--- src/rtl/mux4_rr_arbiter.sv ---
// Round-robin arbiter owning the select of a shared 4:1 mux; {s0,s1} = owner index, one-hot gnt back to requesters.
// Latency: request seen at edge N -> registered grant after edge N+1; one IDLE turnaround cycle after every tenure.
// Backpressure: a tenure ends on owner release or after MAX_HOLD cycles when others wait; `define ARB_LOCK_EN adds `lock` to suppress the hold limit.
module mux4_rr_arbiter #(
    parameter int MAX_HOLD = 8,
    parameter int CNT_W    = 8
) (
    input  logic       clk,
    input  logic       reset,
    input  logic [3:0] req,
`ifdef ARB_LOCK_EN
    input  logic       lock,
`endif
    output logic [3:0] gnt,
    output logic       s0,
    output logic       s1,
    output logic       busy,
    output logic       preempt
);

    if (MAX_HOLD < 2 || MAX_HOLD > 255 || (2 ** CNT_W) <= MAX_HOLD) begin : g_param_check
        $error("mux4_rr_arbiter: MAX_HOLD out of range or CNT_W too narrow");
    end

    typedef enum logic {
        IDLE  = 1'b0,
        GRANT = 1'b1
    } state_e;

    localparam logic [CNT_W-1:0] HOLD_LAST = CNT_W'(MAX_HOLD - 1);

    state_e           state_q, state_d;
    logic [1:0]       ptr_q, ptr_d;
    logic [1:0]       sel_q, sel_d;
    logic [3:0]       gnt_q, gnt_d;
    logic [CNT_W-1:0] cnt_q, cnt_d;
    logic             preempt_q, preempt_d;

    logic             win_vld;
    logic [1:0]       win_idx;
    logic [3:0]       own_oh;
    logic             others_pend;
    logic             lock_hold;

`ifdef ARB_LOCK_EN
    assign lock_hold = lock;
`else
    assign lock_hold = 1'b0;
`endif

    // Scan from the farthest offset down so the lowest offset from ptr wins.
    always_comb begin
        win_vld = 1'b0;
        win_idx = ptr_q;
        for (int k = 3; k >= 0; k--) begin
            if (req[ptr_q + 2'(k)]) begin
                win_vld = 1'b1;
                win_idx = ptr_q + 2'(k);
            end
        end
    end

    assign own_oh      = 4'b0001 << sel_q;
    assign others_pend = |(req & ~own_oh);

    always_comb begin
        state_d   = state_q;
        ptr_d     = ptr_q;
        sel_d     = sel_q;
        gnt_d     = gnt_q;
        cnt_d     = cnt_q;
        preempt_d = 1'b0;
        case (state_q)
            IDLE: begin
                gnt_d = 4'b0000;
                if (win_vld) begin
                    state_d = GRANT;
                    gnt_d   = 4'b0001 << win_idx;
                    sel_d   = win_idx;
                    cnt_d   = '0;
                end
            end
            GRANT: begin
                if (cnt_q != HOLD_LAST) begin
                    cnt_d = cnt_q + 1'b1;
                end
                // Owner release takes precedence, so a coinciding limit never pulses preempt.
                if (!req[sel_q]) begin
                    state_d = IDLE;
                    gnt_d   = 4'b0000;
                    ptr_d   = sel_q + 2'd1;
                end else if (cnt_q == HOLD_LAST && others_pend && !lock_hold) begin
                    state_d   = IDLE;
                    gnt_d     = 4'b0000;
                    ptr_d     = sel_q + 2'd1;
                    preempt_d = 1'b1;
                end
            end
            default: begin
                state_d = IDLE;
                gnt_d   = 4'b0000;
            end
        endcase
    end

    always_ff @(posedge clk or posedge reset) begin
        if (reset) begin
            state_q   <= IDLE;
            ptr_q     <= 2'd0;
            sel_q     <= 2'd0;
            gnt_q     <= 4'b0000;
            cnt_q     <= '0;
            preempt_q <= 1'b0;
        end else begin
            state_q   <= state_d;
            ptr_q     <= ptr_d;
            sel_q     <= sel_d;
            gnt_q     <= gnt_d;
            cnt_q     <= cnt_d;
            preempt_q <= preempt_d;
        end
    end

    assign gnt     = gnt_q;
    assign s0      = sel_q[1];
    assign s1      = sel_q[0];
    assign busy    = (state_q == GRANT);
    assign preempt = preempt_q;

endmodule

--- config.mk ---
export PLATFORM = sky130hd
export DESIGN_NAME = mux4_rr_arbiter
export DESIGN_NICKNAME = d
export VERILOG_FILES = /design/src/rtl/mux4_rr_arbiter.sv
export SDC_FILE = /design/constraint.sdc
export NUM_CORES = 1
export LEC_CHECK = 0
export ABC_AREA = 1
export ABC_CLOCK_PERIOD_IN_PS = 4050
export BUFFER_PORTS_ARGS = -buffer_cell sky130_fd_sc_hd__buf_2
export CAP_MARGIN = 20
export CORE_UTILIZATION = 60
export DETAILED_ROUTE_END_ITERATION = 16
export GPL_ROUTABILITY_DRIVEN = 0
export PLACE_DENSITY = 0.85
export SLEW_MARGIN = 20
export SYNTH_ARGS = -nofsm -noshare
export SYNTH_HDL_FRONTEND = slang
export SYNTH_SLANG_ARGS = --single-unit
--- constraint.sdc ---
create_clock -name clk -period 4.05 [get_ports clk]
set_input_delay 0.405 -clock clk [delete_from_list [all_inputs] [get_ports clk]]
set_output_delay 0.405 -clock clk [all_outputs]
set_load 0.02 [all_outputs]
* Word-level counts from Yosys, hierarchy flattened
Cells that the tools add are included.
** Storage, ports and cells
- Flip-flop bits (word level) :: 18
- Input bits :: 6
- Logic and storage cells :: 66
** Operators by class
- $add $sub $neg :: 5
- Magnitude comparators :: 5
- Equal/unequal tests :: 6
- Shift operators :: 2
- Multiplexer cells :: 34
- Bitwise operators :: 3
- Reduce and logical (&&, ||, !) cells :: 5
** Operators with widths (number)
- 8-bit 2-to-1 mux :: 2
- 8-bit case mux with 2 select lines :: 1
- 2-bit by 3-bit less-than comparator with 1-bit output (second input constant) :: 5
- 1-bit 2-to-1 mux :: 15
- 2-bit 2-to-1 mux :: 6
- 4-bit 2-to-1 mux :: 3
- 1-bit binary-select mux with 2-bit select :: 5
- 8-bit by 1-bit adder with 8-bit output (second input constant) :: 1
- 8-bit by 3-bit equality test with 1-bit output (second input constant) :: 1
- 8-bit by 3-bit != test with 1-bit output (second input constant) :: 1
- 4-bit case mux with 2 select lines :: 1
- 1-bit by 2-bit left shift with 4-bit output (first input constant) :: 2
- 2-bit AND reduction :: 3
- 2-bit by 1-bit adder with 2-bit output (second input constant) :: 2
- 2-bit adder (second input constant) :: 2
- 4-bit AND :: 1
- 2-bit by 1-bit != test with 1-bit output (second input constant) :: 2
- 4-bit inverter :: 1
- 4-bit OR reduction :: 1
- 3-bit by 2-bit != test with 1-bit output (second input constant) :: 1
- 2-bit != test (second input constant) :: 1
- 1-bit case mux with 2 select lines :: 1
- 1-bit logical AND :: 1
- 1-bit inverter :: 1

* Logic depth before layout (Yosys ltp)
- Word-level depth :: 10
- Mapped depth :: 13

* Least setup slack after synthesis
No wires, ideal clock.
- Path type :: register to register
- Start :: register sel_q[0]
- End :: register ptr_q[0]
- Arrival time :: 1.434 ns
- Setup slack :: 2.489 ns
- Stages on the path, launching flop included :: 9
- Buffers on the path :: 0
- Path through :: dfrtp_1 inv_1 ha_1 o22ai_1 nor2_1 nor2_1 nor2_1 nor2_1 o21ai_0
** On the way
- Cells in the longest elaborated chain, start to end :: 7
- Elaborated cells between the ends (all ways) :: 12
- Classes of those cells :: add/sub (1); eq/ne (1); shift (1); mux (4); bitwise (2); reduce/logical (3)
** RTL lines
- from (decl) :: line 34 : logic [1:0] sel_q, sel_d;
- from (signal assigned) :: line 117 : sel_q <= sel_d;
- 1-bit by 2-bit left shift with 4-bit output :: line 63 : assign own_oh = 4'b0001 << sel_q;
- 4-bit inverter :: line 64 : assign others_pend = |(req & ~own_oh);
- 4-bit AND :: line 64
- 4-bit OR reduction :: line 64
- 1-bit logical AND :: line 92 : end else if (cnt_q == HOLD_LAST && others_pend && !lock_hold) begin
- 2-bit by 1-bit != test with 1-bit output (no line)
- 2-bit AND reduction (no line)
- to (signal assigned) :: line 116 : ptr_q <= ptr_d;
- to (decl) :: line 33 : logic [1:0] ptr_q, ptr_d;
Several ways; a longest one is shown, not always the timed one. The select of a mux whose other input is x is not followed.
A chain may end at the register's enable or synchronous reset.

* Worst setup path in the final report
- Start :: register ptr_q[0]
- End :: register cnt_q[0]
** On the way
- Cells in the longest elaborated chain, start to end :: 9
- Elaborated cells between the ends (all ways) :: 17
- Classes of those cells :: add/sub (3); eq/ne (1); mux (12); reduce/logical (1)
** RTL lines
- 2-bit adder :: line 56 : if (req[ptr_q + 2'(k)]) begin
- 1-bit binary-select mux with 2-bit select :: line 56
- 1-bit 2-to-1 mux (not written as such) :: line 56
- 1-bit 2-to-1 mux (3 in a row) :: line 56
- 1-bit 2-to-1 mux (*) :: line 56
- 2-bit != test (no line) (*)
- 2-bit AND reduction (no line) (*)
- to (signal assigned) :: line 119 : cnt_q <= cnt_d;
- to (decl) :: line 36 : logic [CNT_W-1:0] cnt_q, cnt_d;
Every way passes the cells marked *; elsewhere a longest branch is shown, timed or not. The select of a mux whose other input is x is not followed.

==> results.toml <==
[global_routing]
grt_pass1_vias = 895
grtUsageTotal_pct = 26.1
grt_max_degree = 19
antenna_found_initial = 0
grt.overflow.total = 0
grt_pass1_wl_um = 3950

[power]
max-vdd-ir-drop_mv = 0.454
p_per_area_nw_per_um2 = 741
p_leak_nw = 0.713
total_power_w = 0.000956

[floorplanning]
die-area_um2 = 2130
die_x_um = 46.1
rows = 15
start_util_pct = 65.5
fp.dieH_um = 46.1
core_um2 = 1780
num_io_pins = 14

[timing]
fmax_mhz = 605
setup_viol = 0
finalHoldViolations = 0
tns_ns = 0
fin_skew_ns = 0.00317
fin_crit_sh_pct = 40.8
min_period_ns = 1.65
rsz0062_at_grt = "false"
relSlewSlack_pct = 55.8
tightest_slew_ns = 0.662
drv_slew = 0

[job]
cap_violations = 0

[critical_path]
r2r_cells = 8
cp-start-kind = "register"
end_kind = "register"
max_stage_delay_ns = 0.61
r2r_slack_ns = 2.40
worstPathArrival_ns = 1.86
cp_slowest_cell = "dfrtp_1"
r2r-end = "cnt_q[0]"
worst-path-max-fanout = 9
crit_chain = "nand2_1 -> nand3_1 -> nand2_1 -> nor2_2 -> nand2_2 -> a21boi_2 -> nand2_1 -> o21ai_0"
path_class = "reg -> reg"
worst_path_most_repeated_cell = "nand2_1"
cp.required_ns = 4.26
r2r_start = "ptr_q[0]"

[final_layout]
postLayoutCoreUtil_pct = 72.4
antenna_cells = 0
final.fill_count = 146
nNetsFinal = 193
design_area_um2 = 1290
drive_gt1_share_pct = 16.0
syn_to_final_growth_pct = 10.4

[run_status]
status = "finished, final reports clean"

[placement]
place_hpwl_um = 1830
place.port_buffers = 13
placed_area_um2 = 1250

[synthesis]
async_flop_share_pct = 100
synthTopCellsByArea = "dfrtp_1, nand2_1, nor2_1"
syn_area_per_cell_um2 = 7.08
yosys.area.top_type = "dfrtp_1"
ys_types = 23
synth_warnings = 0
synth_area_um2 = 1170
syn-num-nets = 176
yosysSeqAreaShare_pct = 38.5
synth_top_area_share_pct = 38.5
synth-edff-count = 0
ys_ff_latch = 18
synth_cells = 165
synthFlopType = "dfrtp_1"
yosysMostFrequentCell = "nand2_1"
yosys-top-cells-count = "nand2_1, nor2_1, dfrtp_1, inv_1, nand3_1"

[clock_tree]
cts_made_buffers = 3
clkSinkCount = 18
tritoncts = "yes"
clk_path_buf_depth = 2
cts-resized-gates = 0
clock-root-buffer = "clkbuf_4"
clkLatencyLatePin_ns = 0.29
post_cts_buffers = 0
holdBufCountCts = 0
path_clk_slew_ns = 0.10
h-tree-depth = 1

[hold_path]
min_path_type = "in -> async"

[drt]
ant_nets = 0
dr_total_vias = 1088
wl_per_cell_um = 11.5
drt_iter0_drc = 32
post_drt_via_cell_ratio = 5.28
firstDrtPassIters = 4
route.detailed.drc = 0
wirelength_um = 2380
report_power, final:
| part | switching, W | total (W) | internal (W) | leakage (nW) |
|---|---|---|---|---|
| clock | 0.0000546 | 0.000109 | 0.0000548 | 0.0210 |
| combinational | 0.000359 | 0.000538 | 0.000179 | 0.456 |
| sequential | 0.0000762 | 0.000309 | 0.000233 | 0.236 |
layout by cell type, fill, tap and decap left out:
cell and instances:
o21ai_1 2, a31oi_1 1, xor2_1 3, nand4_1 6, nand2_4 1, inv_2 1, clkbuf_4 3, nor2_2 1
nand2_1 52, o22ai_1 2, inv_4 1, nand3_1 14, nor2_1 19, buf_2 13, a21boi_2 1, clkbuf_8 1
a21oi_1 3, nor3_1 1, o21ai_0 8, o21ai_2 1, dfrtp_1 18, inv_1 18, nand2_2 5, ha_1 5
inv_6 1
worst max-delay path by stage:
stage	startpoint	to
3_5_place_dp	req[3]	cnt_q[7]
4_1_cts	sel_q[0]	ptr_q[0]
2_1_floorplan	sel_q[0]	ptr_q[0]
6_report	ptr_q[0]	cnt_q[0]
3_3_place_gp	sel_q[0]	ptr_q[0]
5_1_grt	ptr_q[0]	gnt[3]
cells by family after synthesis:
kind of cell / synth area share [%]
AO/OA/AOI/OAI: 8.89
XOR/XNOR: 2.25
adder cells (fa/ha/maj): 5.35
buffers and inverters: 8.35
flip-flops: 38.5
AND/OR/NAND/NOR: 36.6
layer usage:
metal / vias up / global-route usage (%) / share of wire [%]
li1: 563 / - / -
met2: 35 / 36.9 / 44
met5: - / 0 / 0
met1: 488 / 41.0 / 50
met3: 2 / 5.88 / 5.5
met4: 0 / 4.12 / 0.42
per-stage QoR:
step,hold WS [ns],setup slack [ns],cells
final,0.189,2.40,206
after global routing,0.243,2.26,206
after CTS,0.211,2.42,206
after detailed placement,0.493,2.43,202
after global placement,0.488,2.45,202
after floorplan,0.344,2.49,165
layout make-up:
class / count / area [um^2] / area share [%]
Multi-Input combinational cell: 125 / 621 / 48.1
Sequential cell: 18 / 450 / 34.9
Inverter: 21 / 86.3 / 6.69
Timing Repair Buffer: 13 / 65.1 / 5.04
Clock buffer: 4 / 36.3 / 2.81
Tap cell: 25 / 31.3 / 2.42
sequential cells by signal, indices dropped and copies added (netlist names):
register	cells
busy	1
gnt	4
ptr_q	2
cnt_q	8
sel_q	2
preempt	1
critical path: cells and delay by family (launching register included):
family,cells,cell delay [ns]
compound gates,2,0.30
flops,1,0.61
simple gates,6,0.66
No activity file was read; power rests on OpenSTA's default activity.
